`src/rtl/mux_arb_n.sv`:
```
// N-channel registered multiplexer with valid/ready handshakes on both sides.
// The winning channel comes from an explicit select (MODE 0) or a round-robin arbiter (MODE 1).
module mux_arb_n #(
  parameter int WIDTH = 32,
  parameter int N     = 4,
  parameter int MODE  = 0,
  localparam int SW   = $clog2(N)
) (
  input  logic               clk,
  input  logic               reset,
  input  logic [N-1:0]       in_valid,
  output logic [N-1:0]       in_ready,
  input  logic [N*WIDTH-1:0] in_data,
  input  logic [SW-1:0]      sel,
  output logic               out_valid,
  input  logic               out_ready,
  output logic [WIDTH-1:0]   out_data,
  output logic [SW-1:0]      out_src,
  output logic               sel_err
);

  typedef enum logic [0:0] {
    EMPTY = 1'b0,
    FULL  = 1'b1
  } state_t;

  state_t           state_r;
  state_t           state_s;
  logic [SW-1:0]    rr_ptr_r;
  logic [WIDTH-1:0] data_r;
  logic [SW-1:0]    src_r;
  logic             sel_err_r;

  logic             sel_ok_s;
  logic             sel_hit_s;
  logic [N-1:0]     rot_s;
  logic [SW:0]      sum_s;
  logic             rr_hit_s;
  logic [SW-1:0]    rr_grant_s;
  logic [SW-1:0]    grant_s;
  logic             grant_valid_s;
  logic             space_s;
  logic             accept_s;
  logic [WIDTH-1:0] grant_data_s;

  // Select-mode grant: sel must name an existing channel that is presenting a word
  always_comb begin
    sel_ok_s  = 1'b0;
    sel_hit_s = 1'b0;
    for (int i = 0; i < N; i++) begin
      sel_ok_s  = sel_ok_s | (sel == SW'(i));
      sel_hit_s = sel_hit_s | ((sel == SW'(i)) & in_valid[i]);
    end
  end

  // Round-robin grant: rotate requests so rr_ptr sits at bit 0, take the first set bit
  always_comb begin
    rot_s      = N'({in_valid, in_valid} >> rr_ptr_r);
    rr_hit_s   = 1'b0;
    sum_s      = {(SW+1){1'b0}};
    rr_grant_s = {SW{1'b0}};
    for (int i = 0; i < N; i++) begin
      if (!rr_hit_s && rot_s[i]) begin
        rr_hit_s = 1'b1;
        sum_s    = {1'b0, rr_ptr_r} + (SW+1)'(i);
      end else begin
        rr_hit_s = rr_hit_s;
      end
    end
    if (sum_s >= (SW+1)'(N)) begin
      rr_grant_s = SW'(sum_s - (SW+1)'(N));
    end else begin
      rr_grant_s = SW'(sum_s);
    end
  end

  // Final grant, handshake and the data word of the winning channel
  always_comb begin
    if (MODE == 1) begin
      grant_s       = rr_grant_s;
      grant_valid_s = rr_hit_s;
    end else begin
      grant_s       = sel;
      grant_valid_s = sel_ok_s & sel_hit_s;
    end
    space_s      = (state_r == EMPTY) | out_ready;
    accept_s     = grant_valid_s & space_s;
    grant_data_s = {WIDTH{1'b0}};
    in_ready     = {N{1'b0}};
    for (int i = 0; i < N; i++) begin
      grant_data_s = grant_data_s | (in_data[i*WIDTH +: WIDTH] & {WIDTH{grant_s == SW'(i)}});
      in_ready[i]  = accept_s & (grant_s == SW'(i));
    end
  end

  // Output stage occupancy: a fill always wins over a drain
  always_comb begin
    state_s = state_r;
    case (state_r)
      EMPTY: begin
        if (accept_s) begin
          state_s = FULL;
        end else begin
          state_s = EMPTY;
        end
      end
      FULL: begin
        if (accept_s) begin
          state_s = FULL;
        end else if (out_ready) begin
          state_s = EMPTY;
        end else begin
          state_s = FULL;
        end
      end
      default: state_s = EMPTY;
    endcase
  end

  // State, output word, source index, select error flag and round-robin pointer
  always_ff @(posedge clk or negedge reset) begin
    if (!reset) begin
      state_r   <= EMPTY;
      data_r    <= {WIDTH{1'b0}};
      src_r     <= {SW{1'b0}};
      sel_err_r <= 1'b0;
      rr_ptr_r  <= {SW{1'b0}};
    end else begin
      state_r   <= state_s;
      sel_err_r <= (MODE == 0) ? ~sel_ok_s : 1'b0;
      if (accept_s) begin
        data_r <= grant_data_s;
        src_r  <= grant_s;
      end else begin
        data_r <= data_r;
        src_r  <= src_r;
      end
      if ((MODE == 1) && accept_s) begin
        rr_ptr_r <= (grant_s == SW'(N-1)) ? {SW{1'b0}} : grant_s + SW'(1);
      end else begin
        rr_ptr_r <= rr_ptr_r;
      end
    end
  end

  assign out_valid = (state_r == FULL);
  assign out_data  = data_r;
  assign out_src   = src_r;
  assign sel_err   = sel_err_r;

endmodule
```
`config.mk`:
```
export PLATFORM = sky130hd
export DESIGN_NAME = mux_arb_n
export DESIGN_NICKNAME = d
export VERILOG_FILES = /design/src/rtl/mux_arb_n.sv
export SDC_FILE = /design/constraint.sdc
export NUM_CORES = 1
export LEC_CHECK = 0
export BUFFER_PORTS_ARGS = -buffer_cell sky130_fd_sc_hd__buf_2
export CAP_MARGIN = 5
export CORE_UTILIZATION = 36
export DETAILED_ROUTE_END_ITERATION = 8
export PLACE_DENSITY_LB_ADDON = 0.15
export SYNTH_ARGS = -nofsm -noshare
export SYNTH_HDL_FRONTEND = slang
export SYNTH_SLANG_ARGS = --single-unit
```
`constraint.sdc`:
```
create_clock -name clk -period 1.4 [get_ports clk]
set_input_delay 0.14 -clock clk [delete_from_list [all_inputs] [get_ports clk]]
set_output_delay 0.14 -clock clk [all_outputs]
set_load 0.02 [all_outputs]
```
==> impl_summary.txt, run 1 <==
----------------------------------------------------
[Floorplan]
  Floorplan die width ... ~80 µm
  Placeable core region ... 0.006061 mm²
  Overall die area ... roughly 0.0067 mm²
  Total number of placement rows ... 28
  Initial Util ... 0.3809
  Die Y ... 82.08 µm
  Number of ports placed on the die boundary ... 177

[Placed design]
  HPWL reported at the end of detailed placement ... between 4000 and 5000 µm
  Placement Setup Slack ... -0.1786 ns
  Count of input and output buffers ... about 180
  RePlAce Congestion ... between 0.7 and 0.8
  Post-Place Cell Area ... between 0.003 and 0.004 mm²

[Detailed routing]
  Violation count after the first detailed-routing iteration ... 54
  Detail-routed via count per cell ... roughly 4.9
  Count of TritonRoute iterations in the first routing pass ... 4
  Average wire per cell in the routed design ... roughly 16 µm
  Routed WL ... about 6300 µm
  Remaining antenna violation count after routing ... 0
  DRC violations left ... 0
  Number of vias after detailed routing ... about 1900

[Logic synthesis]
  Share of synthesized flip-flops with an asynchronous set or reset ... 1.000
  Yosys Warn Count ... 0
  Proportion of netlist area held by the largest area contributor ... 0.3902
  Top area cells in the synthesized netlist ... sky130_fd_sc_hd__dfrtp_1 39%, sky130_fd_sc_hd__mux4_2 31%, sky130_fd_sc_hd__mux2_4 20%
  Distinct cell type count after synthesis ... 20
  Dominant cell by count in the synthesized netlist ... sky130_fd_sc_hd__dfrtp_1
  Share of synthesized area occupied by flip-flops and latches ... 0.3902
  Ranking of synthesized cells by instance count ... 36 x sky130_fd_sc_hd__dfrtp_1, 32 x sky130_fd_sc_hd__mux4_2, 30 x sky130_fd_sc_hd__mux2_4
  Post-synthesis instance area ... 0.002308 mm²
  Net Count, Synth ... ~270
  Avg Inst Size Synth ... about 18 µm²
  Post-synthesis register bit count ... 36
  Synthesized instance count ... around 130
  Primary FF master, synth ... sky130_fd_sc_hd__dfrtp_1
  Library cell occupying the most area in the post-synthesis netlist ... sky130_fd_sc_hd__dfrtp_1
  Number of enable flip-flop cells after synthesis ... 0

[Setup path]
  Endpoint class of the critical path ... flip-flop
  Element type at the critical path start ... flip-flop
  Most used cell, CP ... sky130_fd_sc_hd__buf_12
  CP Max Fanout ... 7
  Worst R2R Path Depth ... 7
  Worst-path cell chain ... nand2b_1 > nor3b_4 > buf_4 > nor2b_4 > buf_12 > buf_12 > mux2_4
  Critical-path top delay cell ... sky130_fd_sc_hd__dfrtp_2
  WP data arrival ... roughly 1.7 ns
  Largest stage delay on the critical path ... 0.36 ns
  Critical path required time ... about 1.6 ns
  Crit Path Class ... reg -> reg

[STA]
  Maximum frequency from static timing analysis ... 641.6 MHz
  Share of the clock period used by the worst path after layout ... 1.113
  Period minus WS final ... between 1.5 and 2 ns
  Crit path setup slack, layout ... -0.1585 ns
  Setup repair after global routing missed its margin ... true
  Setup clock skew after layout ... around 0.0035 ns
  Number of slew-limit violations in the final report ... 0
  Hold Worst Slack ... between 0.2 and 0.25 ns
  Count of endpoints failing setup in the final report ... 37
  Endpoints failing hold ... 0

[Clock network]
  Worst-case clock buffer depth ... 2
  H-tree levels ... 2
  Clock slew at reported path FFs ... ~0.07 ns
  TritonCTS clock tree ... yes
  TritonCTS buffer count ... 5
  CTS Root Cell ... sky130_fd_sc_hd__clkbuf_8
  Clock latency of the later-clocked register in the worst-skew pair ... about 0.28 ns
  Count of clock tree sinks ... 36

[Final layout]
  Summed area of non-filler cells in the final layout ... 0.003611 mm²
  Filler Cell Count ... roughly 520
  Number of nets in the finished design ... about 460
  Antenna cell count ... 0
  Proportion of layout cells with a drive suffix above 1 ... 0.8563
  Growth of design area from synthesis to finish ... 56.42%

[Global routing]
  Pin count of the biggest net entering global routing ... 27
  Number of antenna violations at the first check in global routing ... 0
  Global routing usage summed across all routing layers ... 0.1996
  Vias in the first global route ... just over 2000
  First-pass GRT wire length ... about 10000 µm
  GR Overflow Total ... 0

[Status]
  Result of the run ... finished, violations left
  Failing checks ... negative setup slack

[Hold path]
  Worst min-delay path category ... in -> reg
  Hold-critical path depth ... 4

[Power and ir drop]
  Sum of internal, switching and leakage power ... 0.004168 W
  Cell area power density ... 1154 mW/mm²
  Leakage Power ... about 1.9 nW
  Worst supply voltage drop on vdd ... 0.6321 mV

[Flow run]
  Total of max-cap violations ... 0

----------------------------------------------------
layer usage:
| metal | global-route usage | share of wire | wire (µm) |
|---|---|---|---|
| met5 | 0 | 0 | 0 |
| met1 | 0.2365 | 0.38 | 2421 |
| met4 | 0.09123 | 0.026 | 167 |
| met2 | 0.3488 | 0.53 | 3341 |
| met3 | 0.03667 | 0.065 | 414 |
timing repair:
item / 4_1_cts / 5_1_grt
endpoints found under the hold margin: 18 / 0
setup buffers: 4 / 1
gates resized for setup: 17 / 7
pin swaps: 1 / 0
gates cloned: 2 / 0
endpoints found under the setup margin: 37 / 37
hold buffers: 1 / 0
worst paths after layout:
kind / from / to / slack (ns)
worst min register to register: out_data[1]$_DFFE_PN0P_ / out_data[1]$_DFFE_PN0P_ / 0.51
worst max register to register: out_valid$_DFF_PN0_ / out_data[18]$_DFFE_PN0P_ / -0.16
worst min-delay path: in_valid[1] / out_valid$_DFF_PN0_ / 0.25
worst max-delay path: out_valid$_DFF_PN0_ / out_data[18]$_DFFE_PN0P_ / -0.16
min in group asynchronous: reset / out_data[11]$_DFFE_PN0P_ / 0.32
max in group asynchronous: reset / out_data[28]$_DFFE_PN0P_ / 0.48
stage by stage:
| step | std cells | utilization | TNS [ns] |
|---|---|---|---|
| 4_1_cts | 395 | 0.5948 | -5.120 |
| 5_1_grt | 395 | 0.5958 | -7.442 |
| 6_report | 395 | 0.5958 | -4.916 |
| 3_5_place_dp | 380 | 0.5475 | -5.125 |
| 3_3_place_gp | 380 | 0.5475 | -4.922 |
| 2_1_floorplan | 131 | - | -3.293 |
logic make-up after synthesis:
kind of cell,after synthesis,share of synthesized area
other cells,1,0.001624
buf+inv,15,0.04769
mux,67,0.5312
flops,36,0.3902
simple gates,10,0.02493
compound gates,2,0.004336
state kept, by name (all words and copies together) (netlist names):
name	cells
out_src	2
out_valid	1
sel_err	1
out_data	32
placed cells by master (no fill, tap or decap), drive strengths merged, types with 2 or more instances in the layout:
cell type / Yosys / final
dfrtp: 36 / 36
nor2: 2 / 2
clkbuf: 3 / 7
nand2: 2 / 2
and2: 2 / 2
mux4: 32 / 32
o21ai: 2 / 2
buf: 9 / 192
mux2: 34 / 34
inv: 3 / 3
power by group:
group / internal (W) / total [W] / switching [W]
sequential: 0.00131 / 0.00146 / 0.000152
clock: 0.000628 / 0.000989 / 0.000361
combinational: 0.000941 / 0.00172 / 0.000778
total: 0.00288 / 0.00417 / 0.00129
worst max-delay path, delay by kind of cell (launching register included):
family                 cells  cell delay [ns]
buffers and inverters      3             0.42
flip-flops                 1             0.36
multiplexers               1             0.30
AND/OR/NAND/NOR            3             0.36
area by class of cell:
class / instances / area [µm²] / area share
inverters: 3 / 11.26 / 0.003119
multi-input cells: 80 / 1348 / 0.3732
well taps: 75 / 93.84 / 0.02599
repair buffers: 193 / 1130 / 0.3129
flip-flops and latches: 36 / 902.1 / 0.2498
clock buffers: 7 / 96.34 / 0.02668
clock inverters: 1 / 30.03 / 0.008316
Power figures use the tool's default switching activity.
==> run 2, diff against run 1 <==
--- a/config.mk
+++ b/config.mk
@@ -9,7 +9,7 @@
 export CAP_MARGIN = 5
 export CORE_UTILIZATION = 36
 export DETAILED_ROUTE_END_ITERATION = 8
-export PLACE_DENSITY_LB_ADDON = 0.15
+export PLACE_DENSITY = 0.84
 export SYNTH_ARGS = -nofsm -noshare
 export SYNTH_HDL_FRONTEND = slang
 export SYNTH_SLANG_ARGS = --single-unit
==> impl_summary.txt, run 2 (synthesized netlist as in run 1, its figures left out) <==
----------------------------------------------------
[Detailed routing]
  Count of TritonRoute iterations in the first routing pass ... 4
  Remaining antenna violation count after routing ... 0
  Violation count after the first detailed-routing iteration ... between 40 and 50
  Number of vias after detailed routing ... 1943
  Detail-routed via count per cell ... 4.957
  DRC violations left ... 0
  Average wire per cell in the routed design ... roughly 16 µm
  Routed WL ... about 6100 µm

[Placed design]
  RePlAce Congestion ... between 0.7 and 0.8
  Post-Place Cell Area ... 0.003303 mm²
  Count of input and output buffers ... 176
  HPWL reported at the end of detailed placement ... around 4900 µm

[Final layout]
  Flip-flop count of the largest register, all copies and words added ... 32
  Proportion of layout cells with a drive suffix above 1 ... 0.8486
  Growth of design area from synthesis to finish ... 54.63%
  Final core utilization ... 0.5890
  Commonest cells after routing, fill and taps aside ... 172 x sky130_fd_sc_hd__buf_2, 35 x sky130_fd_sc_hd__dfrtp_1, 32 x sky130_fd_sc_hd__mux4_2, 31 x sky130_fd_sc_hd__mux2_4, 6 x sky130_fd_sc_hd__buf_4
  Number of nets in the finished design ... roughly 450
  Most frequent standard cell in the layout excluding fill and tap cells ... sky130_fd_sc_hd__buf_2
  Antenna cell count ... 0
  Filler Cell Count ... between 500 and 600
  Summed area of non-filler cells in the final layout ... between 0.003 and 0.004 mm²

[STA]
  Count of endpoints failing setup in the final report ... 37
  Crit path setup slack, layout ... -0.1864 ns
  Setup repair after global routing missed its margin ... true
  Final-layout setup total negative slack ... -5.744 ns
  Setup clock skew after layout ... roughly 0.0035 ns
  Period minus WS final ... approximately 1.6 ns
  Maximum frequency from static timing analysis ... 630.4 MHz
  Endpoints failing hold ... 0
  Number of slew-limit violations in the final report ... 0
  Hold Worst Slack ... a little under 0.3 ns
  Share of the clock period used by the worst path after layout ... 1.133

[Global routing]
  Pin count of the biggest net entering global routing ... 37
  Global routing usage summed across all routing layers ... 0.1837
  GR Overflow Total ... 0
  First-pass GRT wire length ... roughly 9000 µm
  Vias in the first global route ... 1944
  Number of antenna violations at the first check in global routing ... 0

[Floorplan]
  Placeable core region ... slightly above 0.006 mm²
  Total number of placement rows ... 28
  Overall die area ... 0.006736 mm²
  Die Y ... 82.08 µm
  Floorplan die width ... approximately 82 µm
  Number of ports placed on the die boundary ... approximately 180
  Initial Util ... 0.3809

[Setup path]
  Critical path required time ... 1.56 ns
  Reg-to-Reg End ... out_data[23]$_DFFE_PN0P_
  R2R setup slack ... -0.19 ns
  Startpoint of the lowest-slack register-to-register path ... out_valid$_DFF_PN0_
  Endpoint class of the critical path ... flip-flop
  Worst R2R Path Depth ... 7
  WP data arrival ... 1.75 ns
  End of the critical path ... out_data[23]$_DFFE_PN0P_
  Crit Path Class ... reg -> reg
  Element type at the critical path start ... flip-flop
  CP Max Fanout ... 7
  Origin of the worst setup path ... out_valid$_DFF_PN0_

[Clock network]
  Clock slew at reported path FFs ... approximately 0.070 ns
  CTS Root Cell ... sky130_fd_sc_hd__clkbuf_8
  Clock latency of the later-clocked register in the worst-skew pair ... roughly 0.28 ns
  TritonCTS clock tree ... yes
  TritonCTS buffer count ... 5
  Count of clock tree sinks ... 36
  H-tree levels ... 2
  Worst-case clock buffer depth ... 2

[Power and ir drop]
  Leakage Power ... ~1.8 nW
  Cell area power density ... between 1000 and 1500 mW/mm²
  Worst supply voltage drop on vdd ... a little under 0.6 mV
  Sum of internal, switching and leakage power ... roughly 0.0040 W

[Status]
  Result of the run ... finished, violations left
  Failing checks ... negative setup slack

[Hold path]
  Worst min-delay path category ... in -> reg

[Flow run]
  Total of max-cap violations ... 0

----------------------------------------------------
-- run 2: changes by cell type in the layout (fill, tap and decap cells not counted), sizes merged --
cell / previous run / this run
buf: 192 / 189
clkbuf: 7 / 6
clkinv: 0 / 1
-- run 2: metrics by stage --
step / instances / setup slack (ns)
global placement: 378 / -0.1617
global route: 392 / -0.2295
detailed placement: 378 / -0.1913
floorplan: 131 / -0.1098
finish: 392 / -0.1864
CTS: 392 / -0.1707
-- run 2: critical path, stage by stage (launching register included) --
cell,delay [ns]
sky130_fd_sc_hd__dfrtp_2,0.40
sky130_fd_sc_hd__nand2b_4,0.06
sky130_fd_sc_hd__nor3b_4,0.15
sky130_fd_sc_hd__buf_4,0.15
sky130_fd_sc_hd__nor2b_4,0.16
sky130_fd_sc_hd__buf_12,0.13
sky130_fd_sc_hd__buf_12,0.12
sky130_fd_sc_hd__mux2_4,0.30
-- run 2: area by class of cell --
class / instances / area [µm²] / share of cell area
clock buffers: 6 / 72.57 / 0.02033
clock inverters: 2 / 35.03 / 0.009814
inverters: 3 / 11.26 / 0.003155
multi-input cells: 80 / 1355 / 0.3796
flip-flops and latches: 36 / 902.1 / 0.2527
well taps: 75 / 93.84 / 0.02629
repair buffers: 190 / 1100 / 0.3081
-- run 2: metal layers --
metal,wire (µm),part of all wire,GRT usage
met5,0,0,0
met4,51,0.0083,0.05088
met3,528,0.086,0.05444
met2,3332,0.54,0.3372
met1,2234,0.36,0.2037
-- run 2: worst min-delay path by stage --
stage | cells past startpoint | slack [ns] | from | endpoint
floorplan | 0 | -0.16 | reset | out_data[0]$_DFFE_PN0P_
global placement | 1 | 0.1 | reset | sel_err$_DFF_PN0_
detailed placement | 1 | 0.09 | reset | sel_err$_DFF_PN0_
CTS | 4 | 0.28 | in_valid[3] | out_valid$_DFF_PN0_
global route | 4 | 0.29 | in_valid[1] | out_valid$_DFF_PN0_
finish | 4 | 0.29 | in_valid[3] | out_valid$_DFF_PN0_
-- run 2: where the power goes --
group	internal, W	switching, W
clock	0.000528	0.000346
combinational	0.000919	0.000768
sequential	0.00131	0.000150
-- run 2: timing repair --
item	CTS	global route
setup buffers	4	0
gates cloned	1	0
hold buffers	1	0
resized for setup	18	3
hold endpoints to repair	18	0
endpoints found under the setup margin	37	37
